`src/rtl/imgproc_msg_reader_if.sv`:
```
// Avalon-MM master bus plus the decoded-message valid/ready stream of the
// image-processing message reader.
interface imgproc_msg_reader_if;
  logic        m_chipselect;
  logic        m_read;
  logic        m_write;
  logic [2:0]  m_address;
  logic [31:0] m_writedata;
  logic [31:0] m_readdata;

  logic        msg_valid;
  logic        msg_ready;
  logic [15:0] msg_distance;
  logic [7:0]  msg_angle;
  logic        msg_detected;

  modport master (
    output m_chipselect, m_read, m_write, m_address, m_writedata,
    input  m_readdata,
    output msg_valid, msg_distance, msg_angle, msg_detected,
    input  msg_ready
  );

  modport slave (
    input  m_chipselect, m_read, m_write, m_address, m_writedata,
    output m_readdata,
    input  msg_valid, msg_distance, msg_angle, msg_detected,
    output msg_ready
  );
endinterface

```
`src/rtl/imgproc_msg_reader.sv`:
```
// Polls the image-processing slave, pops detection messages one word at a time
// and presents each decoded word on a valid/ready stream.
module imgproc_msg_reader #(
  parameter int unsigned POLL_INTERVAL = 1024,
  parameter logic [31:0] EXPECTED_ID   = 32'h1234EEE2
) (
  input  logic                   clk,
  input  logic                   reset,
  input  logic                   enable,
  input  logic                   flush_req,
  imgproc_msg_reader_if.master   io,
  output logic                   id_error,
  output logic [15:0]            msg_count
);

  typedef enum logic [3:0] {
    ID_RD, ID_WT, ERR, IDLE, ST_RD, ST_WT, MSG_RD, MSG_WT, OUT, FLUSH
  } state_t;

  typedef struct packed {
    logic        cs;
    logic        rd;
    logic        wr;
    logic [2:0]  addr;
    logic [31:0] wdata;
  } bus_t;

  localparam logic [2:0]  ADDR_STATUS = 3'd0;
  localparam logic [2:0]  ADDR_MSG    = 3'd1;
  localparam logic [2:0]  ADDR_ID     = 3'd2;
  localparam logic [31:0] FLUSH_CMD   = 32'h0000_0010;
  localparam int          CW          = $clog2(POLL_INTERVAL);
  localparam logic [CW-1:0] POLL_LAST = CW'(POLL_INTERVAL - 1);

  state_t        state;
  bus_t          bus_q;
  logic [CW-1:0] poll_cnt;
  logic [7:0]    pending;
  logic          flush_pend;
  logic          valid_q;
  logic [15:0]   distance_q;
  logic [7:0]    angle_q;
  logic          detected_q;

  // Bus strobe issued while the FSM sits in a given state.
  function automatic bus_t strobe_for(state_t s);
    bus_t b;
    b = '0;
    case (s)
      ID_RD:  begin b.cs = 1'b1; b.rd = 1'b1; b.addr = ADDR_ID;     end
      ST_RD:  begin b.cs = 1'b1; b.rd = 1'b1; b.addr = ADDR_STATUS; end
      MSG_RD: begin b.cs = 1'b1; b.rd = 1'b1; b.addr = ADDR_MSG;    end
      FLUSH:  begin b.cs = 1'b1; b.wr = 1'b1; b.addr = ADDR_STATUS; b.wdata = FLUSH_CMD; end
      default: ;
    endcase
    return b;
  endfunction

  // Strobes are registered on entry to their state, so the state register
  // always names the bus cycle currently visible on the outputs.
  always_ff @(posedge clk or posedge reset) begin
    if (reset) begin
      state      <= ID_RD;
      bus_q      <= '0;
      poll_cnt   <= '0;
      pending    <= '0;
      flush_pend <= 1'b0;
      valid_q    <= 1'b0;
      distance_q <= '0;
      angle_q    <= '0;
      detected_q <= 1'b0;
      id_error   <= 1'b0;
      msg_count  <= '0;
    end else begin
      // NOTE: non-blocking throughout; a later assignment in the same cycle
      // overrides an earlier default (strobe clear, flush flag merge/clear).
      bus_q <= '0;
      if (flush_req) flush_pend <= 1'b1;

      case (state)
        ID_RD: begin
          // Reset leaves the strobe low, so the first cycle only raises it.
          if (!bus_q.rd) bus_q <= strobe_for(ID_RD);
          else           state <= ID_WT;
        end
        ID_WT: begin
          if (io.m_readdata == EXPECTED_ID) begin
            state    <= IDLE;
            poll_cnt <= '0;
          end else begin
            id_error <= 1'b1;
            state    <= ERR;
          end
        end
        ERR: ;
        IDLE: begin
          if (enable && flush_pend) begin
            state <= FLUSH;
            bus_q <= strobe_for(FLUSH);
          end else if (poll_cnt == POLL_LAST) begin
            if (enable) begin
              state <= ST_RD;
              bus_q <= strobe_for(ST_RD);
            end
          end else begin
            poll_cnt <= poll_cnt + CW'(1);
          end
        end
        ST_RD: state <= ST_WT;
        ST_WT: begin
          pending <= io.m_readdata[15:8];
          if (io.m_readdata[15:8] != 8'd0 && enable) begin
            state <= MSG_RD;
            bus_q <= strobe_for(MSG_RD);
          end else begin
            state    <= IDLE;
            poll_cnt <= '0;
          end
        end
        MSG_RD: state <= MSG_WT;
        MSG_WT: begin
          distance_q <= io.m_readdata[31:16];
          angle_q    <= io.m_readdata[15:8];
          detected_q <= io.m_readdata[0];
          valid_q    <= 1'b1;
          pending    <= pending - 8'd1;
          state      <= OUT;
        end
        OUT: begin
          if (io.msg_ready) begin
            valid_q   <= 1'b0;
            msg_count <= msg_count + 16'd1;
            if (pending != 8'd0 && enable) begin
              state <= MSG_RD;
              bus_q <= strobe_for(MSG_RD);
            end else begin
              state    <= IDLE;
              poll_cnt <= '0;
            end
          end
        end
        FLUSH: begin
          flush_pend <= flush_req;
          state      <= IDLE;
          poll_cnt   <= '0;
        end
        default: state <= ID_RD;
      endcase
    end
  end

  assign io.m_chipselect = bus_q.cs;
  assign io.m_read       = bus_q.rd;
  assign io.m_write      = bus_q.wr;
  assign io.m_address    = bus_q.addr;
  assign io.m_writedata  = bus_q.wdata;
  assign io.msg_valid    = valid_q;
  assign io.msg_distance = distance_q;
  assign io.msg_angle    = angle_q;
  assign io.msg_detected = detected_q;

endmodule

```
`src/flat_wrapper.sv`:
```
// flat-port wrapper written by rule: the top's interface ports become plain ports
module imgproc_msg_reader_flat 
#(
  parameter int unsigned POLL_INTERVAL = 1024,
  parameter logic [31:0] EXPECTED_ID   = 32'h1234EEE2
)
  (clk, reset, enable, flush_req, id_error, msg_count, io_m_chipselect, io_m_read, io_m_write, io_m_address, io_m_writedata, io_m_readdata, io_msg_valid, io_msg_distance, io_msg_angle, io_msg_detected, io_msg_ready);
  imgproc_msg_reader_if io_i ();
  input  logic clk;
  input  logic reset;
  input  logic enable;
  input  logic flush_req;
  output logic id_error;
  output logic [15:0] msg_count;
  output wire logic [$bits(io_i.m_chipselect)-1:0] io_m_chipselect;
  output wire logic [$bits(io_i.m_read)-1:0] io_m_read;
  output wire logic [$bits(io_i.m_write)-1:0] io_m_write;
  output wire logic [$bits(io_i.m_address)-1:0] io_m_address;
  output wire logic [$bits(io_i.m_writedata)-1:0] io_m_writedata;
  input wire logic [$bits(io_i.m_readdata)-1:0] io_m_readdata;
  output wire logic [$bits(io_i.msg_valid)-1:0] io_msg_valid;
  output wire logic [$bits(io_i.msg_distance)-1:0] io_msg_distance;
  output wire logic [$bits(io_i.msg_angle)-1:0] io_msg_angle;
  output wire logic [$bits(io_i.msg_detected)-1:0] io_msg_detected;
  input wire logic [$bits(io_i.msg_ready)-1:0] io_msg_ready;
  assign io_m_chipselect = io_i.m_chipselect;
  assign io_m_read = io_i.m_read;
  assign io_m_write = io_i.m_write;
  assign io_m_address = io_i.m_address;
  assign io_m_writedata = io_i.m_writedata;
  assign io_i.m_readdata = io_m_readdata;
  assign io_msg_valid = io_i.msg_valid;
  assign io_msg_distance = io_i.msg_distance;
  assign io_msg_angle = io_i.msg_angle;
  assign io_msg_detected = io_i.msg_detected;
  assign io_i.msg_ready = io_msg_ready;
  imgproc_msg_reader #(.POLL_INTERVAL(POLL_INTERVAL), .EXPECTED_ID(EXPECTED_ID)) u_core (.clk(clk), .reset(reset), .enable(enable), .flush_req(flush_req), .io(io_i), .id_error(id_error), .msg_count(msg_count));
endmodule
```
`config.mk`:
```
export PLATFORM = sky130hd
export DESIGN_NAME = imgproc_msg_reader_flat
export DESIGN_NICKNAME = d
export VERILOG_FILES = /design/src/rtl/imgproc_msg_reader_if.sv /design/src/rtl/imgproc_msg_reader.sv /design/src/flat_wrapper.sv
export SDC_FILE = /design/constraint.sdc
export NUM_CORES = 1
export LEC_CHECK = 0
export CORE_MARGIN = 1.5
export CORE_UTILIZATION = 47
export CTS_CLUSTER_DIAMETER = 120
export DETAILED_ROUTE_END_ITERATION = 6
export PLACE_DENSITY = 0.79
export SYNTH_ARGS = -nofsm -noshare
export SYNTH_HDL_FRONTEND = slang
export SYNTH_SLANG_ARGS = --single-unit
export TNS_END_PERCENT = 1
```
`constraint.sdc`:
```
create_clock -name clk -period 3.1 [get_ports clk]
set_clock_uncertainty 0.15 [all_clocks]
set_input_delay 0.62 -clock clk [delete_from_list [all_inputs] [get_ports clk]]
set_output_delay 0.62 -clock clk [all_outputs]
set_load 0.05 [all_outputs]
```
Word-level counts from Yosys, hierarchy flattened
Index checks and enable logic that the tools add are counted.
{ "totals": {"out_inout_bits": 81, "ff_bits": 104, "input_bits": 37} }
{ "classes": {"n_reduce_logical": 15, "addsub": 3, "eq_ne": 20, "n_mux": 29, "n_bitwise": 2} }
{ "ops": {"columns": ["operator", "count"], "rows": [
  ["2-to-1 mux 38 bit", 7],
  ["case mux 38 bit (4 select lines)", 1],
  ["2-to-1 mux 10 bit", 6],
  ["case mux 10 bit (5 select lines)", 1],
  ["case mux 4 bit (10 select lines)", 1],
  ["== test 32 x 29 -> 1 bit (second input constant)", 1],
  ["2-to-1 mux 4 bit", 5],
  ["adder 16 x 1 -> 16 bit (second input constant)", 1],
  ["== test 4 x 3 -> 1 bit (second input constant)", 4],
  ["case mux 8 bit (2 select lines)", 1],
  ["nonzero test 8 bit", 2],
  ["adder 10 x 1 -> 10 bit (second input constant)", 1],
  ["== test 10 bit (second input constant)", 1],
  ["inequality test 2 bit (second input constant)", 5],
  ["== test 4 x 2 -> 1 bit (second input constant)", 2],
  ["== test 4 bit (second input constant)", 2],
  ["subtractor 8 x 1 -> 8 bit (second input constant)", 1],
  ["AND reduction 7 bit", 1],
  ["2-to-1 mux 3 bit", 2],
  ["AND reduction 2 bit", 3],
  ["nonzero test 2 bit", 3],
  ["AND reduction 5 bit", 1],
  ["nonzero test 5 bit", 1],
  ["== test 4 x 1 -> 1 bit (second input constant)", 1],
  ["8 further kinds", 15]
]} }

Logic depth before layout (Yosys ltp)
Gate-level depths: netlist (run 1).
{ "logic_depth": {"depth_word": 5, "depth_mapped": 8, "depth_no_buf": 7} }

Least setup slack after synthesis (run 1)
Ideal clock, no wire load.
{ "synth_timing": {"path_type": "input -> register", "startpoint": "input port io_m_readdata[24]", "endpoint": "register u_core.poll_cnt[6]", "n_path_buf": 1, "arrival_ns": 2.111, "setup_slack_ns": 0.706, "t_required_ns": 2.817, "setup_ns": 0.133, "cell_stages": 5, "cell_sequence": "or4b_4 o41a_1 buf_2 o31ai_2 o41ai_2"} }
{ "synth_between": {"elab_chain_cells": 3} }
{ "synth_rtl": {"columns": ["item", "line", "rtl"], "rows": [
  ["start, declared", "flat_wrapper.sv:20", "input wire logic [$bits(io_i.m_readdata)-1:0] io_m_readdata;"],
  ["== test 32 x 29 -> 1 bit", "imgproc_msg_reader.sv:87", "if (io.m_readdata == EXPECTED_ID) begin"],
  ["inequality test 2 x 1 -> 1 bit (no source line)", null, null],
  ["AND reduction 7 bit (no source line)", null, null],
  ["end signal, assigned", "imgproc_msg_reader.sv:106", "poll_cnt <= poll_cnt + CW'(1);"],
  ["end, declared", "imgproc_msg_reader.sv:37", "logic [CW-1:0] poll_cnt;"]
]} }
No other way between the ends.
A chain may end at the register's enable or synchronous reset.

Final worst setup path (run 1)
{ "layout_timing": {"startpoint": "input port io_m_readdata[15]", "endpoint": "register u_core.poll_cnt[8]"} }
{ "layout_between": {"elab_chain_cells": 4, "elab_cells_between_ends": 6} }
{ "layout_rtl": {"columns": ["item"], "rows": [
  ["parallel branches: the longest is 3 deep, another holds == test 32 x 29 -> 1 bit"],
  ["AND reduction 7 bit (no source line) *"]
]} }
Mark *: on every way between the ends.

==> flow_summary.toml, run 1 <==
[run_status]
status = "finished clean"

[sta]
tns_ps = 0
fin_crit_sh_pct = 86.1
fmax_ghz = 0.375
setup-violations-final = 0
hold_viol_final = 0
rsz0062_at_grt = "no"
period_minus_slack_ps = 2670
slew_headroom_pct = 61.4
worst_slew_pin_slew_ps = 579
slew_violations = 0

[routing]
drtPass1Iterations = 5
drc = 0
vias_per_cell = 5.48
drt-wirelength-per-cell_um = 15.9
drt.antenna.violating_nets = 0
vias = 3031
drt-initial-drc-count = 210
wl_mm = 8.79

[power_and_ir_drop]
p_switching_uw = 2140
p_leak_uw = 0.00205
total_power_uw = 4710
p_int_uw = 2570
power_density_nw_per_um2 = 971
clockPowerShare_pct = 16.8
p_comb_share_pct = 51.4
switching_share_pct = 45.4
pwr-share-seq_pct = 31.8
ir_worst_vdd_v = 0.000760

[synthesis]
synth_largest_area_cell = "dfrtp_1"
synth-edff-count = 0
synth_seq_cells = 71
ys_warn_count = 0
async_flop_share_pct = 100
synth_area_um2 = 3720
avgSynthCellArea_um2 = 10.5
synth_top_area_share_pct = 47.8
synth_cell_type_count = 55
synth_seq_area_share_pct = 47.8
synth_ff_type = "dfrtp_1"
yosys-top-cells-area = "dfrtp_1, mux2_2, buf_4, nand2_1, xnor2_1"
synth_cells = 353

[cts]
postCtsResizedCells = 0
cts_root_buf = "clkbuf_8"
cts_tree = "done"
numCtsBuffers = 9
insertion_delay_ps = 350
ctsHoldBuffers = 0
clk_pin_slew_ps = 70
post_cts_buffers = 0
clock_sinks = 71
h-tree-depth = 3
clockBufferDepth = 2

[critical_path]
end_kind = "register"
max_stage_delay_ps = 600
worst-r2r-setup-slack_ps = 600
worstReg2RegStart = "u_core.pending[0]"
cp.arrival_ps = 2740
crit_slowest_cell = "o41a_1"
startpoint_type = "primary input"
cp.required_ps = 3170
worstSetupPathType = "in2reg"
path_cells = "clkdlybuf4s50_1 > nor4bb_1 > nand4_1 > o41a_1 > buf_4 > o31ai_1 > o21ai_1"
crit_path_start = "io_m_readdata[15]"
worst-path-max-fanout = 10

[global_routing]
grt_max_degree = 36
grt_pass1_wl_mm = 14.6
track_usage_pct = 22.0
first_global_vias = 2960
grt_overflow_total = 0
antenna_found_initial = 0

[finish]
final_cell_mix = "clkdlybuf4s50_1, dfrtp_1, conb_1, nand2_1, mux2_2"
final_layout_size_suffix_gt1_share_pct = 14.4
num_antenna_cells = 0
layout_commonest_cell = "clkdlybuf4s50_1"
final_cells = 553
fin_nets = 487
syn_to_final_growth_pct = 30.3
final_cell_area_um2 = 4850

[place]
dp_cells = 538
dpl_cell_area_um2 = 4640
dp.final_hpwl_mm = 6.50
numPortBuffers = 85
gp_congestion = 0.949

[floorplanning]
initial_utilization_pct = 48.4
die_area_um2 = 8460
core_area_um2 = 7690
dieWidth_um = 92.0
rows = 32
die_h_um = 92.0
io_pins = 118

[job]
maxCapViolations = 0

[hold_path]
min-delay-start = "u_core.msg_count[15]"
hold_class = "reg2reg"
-- stage by stage --
stage	hold WS, ps	worst slack (ps)	utilization, %
6_report	318	431	63.1
2_1_floorplan	294	533	-
5_1_grt	353	266	63.1
3_5_place_dp	317	102	60.3
3_3_place_gp	312	72.2	60.3
4_1_cts	327	452	63.1
-- final cells by class --
cell class              count  area, um^2
clock buffers               9         124
clock inverters             6        86.3
fillers                   646        2840
inverters                   8        30.0
multi-input cells         257        1710
flip-flops and latches     71        1780
well taps                 102         128
repair buffers            100         988
-- critical path, delay by kind of cell --
kind | cells | cell delay, ps
compound gates | 3 | 920
buf+inv | 2 | 690
simple gates | 2 | 500
-- logic make-up after synthesis --
family	Yosys count	share of synthesized area, %
adder cells (fa/ha/maj)	3	1.01
AO/OA/AOI/OAI	67	13.1
other	1	0.101
AND/OR/NAND/NOR	113	17.1
XOR/XNOR	15	3.53
flip-flops	71	47.8
multiplexers	27	8.14
buffers and inverters	56	9.28
-- Yosys cell counts (5+ instances only) --
cell and n:
clkbuf_1 6, o21ai_1 6, mux2_2 26, o311ai_0 5
and3_1 5, nand2_1 31, nand3_1 17, nor2_1 15
nand4_1 9, xnor2_1 13, o31ai_1 7, a21oi_1 10
o21ai_0 9, dfrtp_1 71, buf_2 9, buf_4 33
inv_1 8, nor3_1 5
-- sequential cells by signal, summed over array words and instances, names as in the netlist --
name	count
u_core.state	4
u_core.io.m_writedata	1
u_core.io.msg_detected	1
u_core.flush_pend	1
u_core.io.msg_angle	8
u_core.pending	8
u_core.io.msg_distance	16
u_core.io.msg_valid	1
u_core.io.m_address	2
u_core.poll_cnt	10
u_core.id_error	1
u_core.msg_count	16
u_core.io.m_chipselect	1
u_core.io.m_read	1
-- path summary, 6_finish.rpt --
check                                       end  cells after the start
setup / recovery             u_core.poll_cnt[8]                      7
hold / removal             u_core.msg_count[15]                      1
setup reg to reg             u_core.poll_cnt[3]                      8
hold reg to reg            u_core.msg_count[15]                      1
max in group asynchronous     u_core.flush_pend                      3
min in group asynchronous   u_core.msg_count[8]                      2
-- metal layers --
metal | global-route usage [%] | part of all wire, % | vias to the layer above
met5 | 0 | 0 | -
met4 | 9.10 | 2.1 | 0
met1 | 28.0 | 43 | 1460
li1 | - | - | 1409
met2 | 36.8 | 49 | 137
met3 | 4.23 | 5.2 | 25
-- power groups by stage --
stage / Clock (uW) / Sequential (uW) / Combinational, uW
after CTS: 807 / 1490 / 2410
after global routing: 847 / 1540 / 2550
after global placement: 0 / 1480 / 2360
after detailed placement: 0 / 1510 / 2400
final: 790 / 1500 / 2420
after floorplan: 0 / 2150 / 1010
(Power assumes the default switching activity.)
==> run 2: changes to the inputs <==
--- a/config.mk
+++ b/config.mk
@@ -8,6 +8,7 @@
 export CORE_MARGIN = 1.5
 export CORE_UTILIZATION = 47
 export CTS_CLUSTER_DIAMETER = 120
+export CTS_CLUSTER_SIZE = 12
 export DETAILED_ROUTE_END_ITERATION = 6
 export PLACE_DENSITY = 0.79
 export SYNTH_ARGS = -nofsm -noshare
==> results of run 2 <==
Final layout, timing and power as in run 1 (identical DEF).
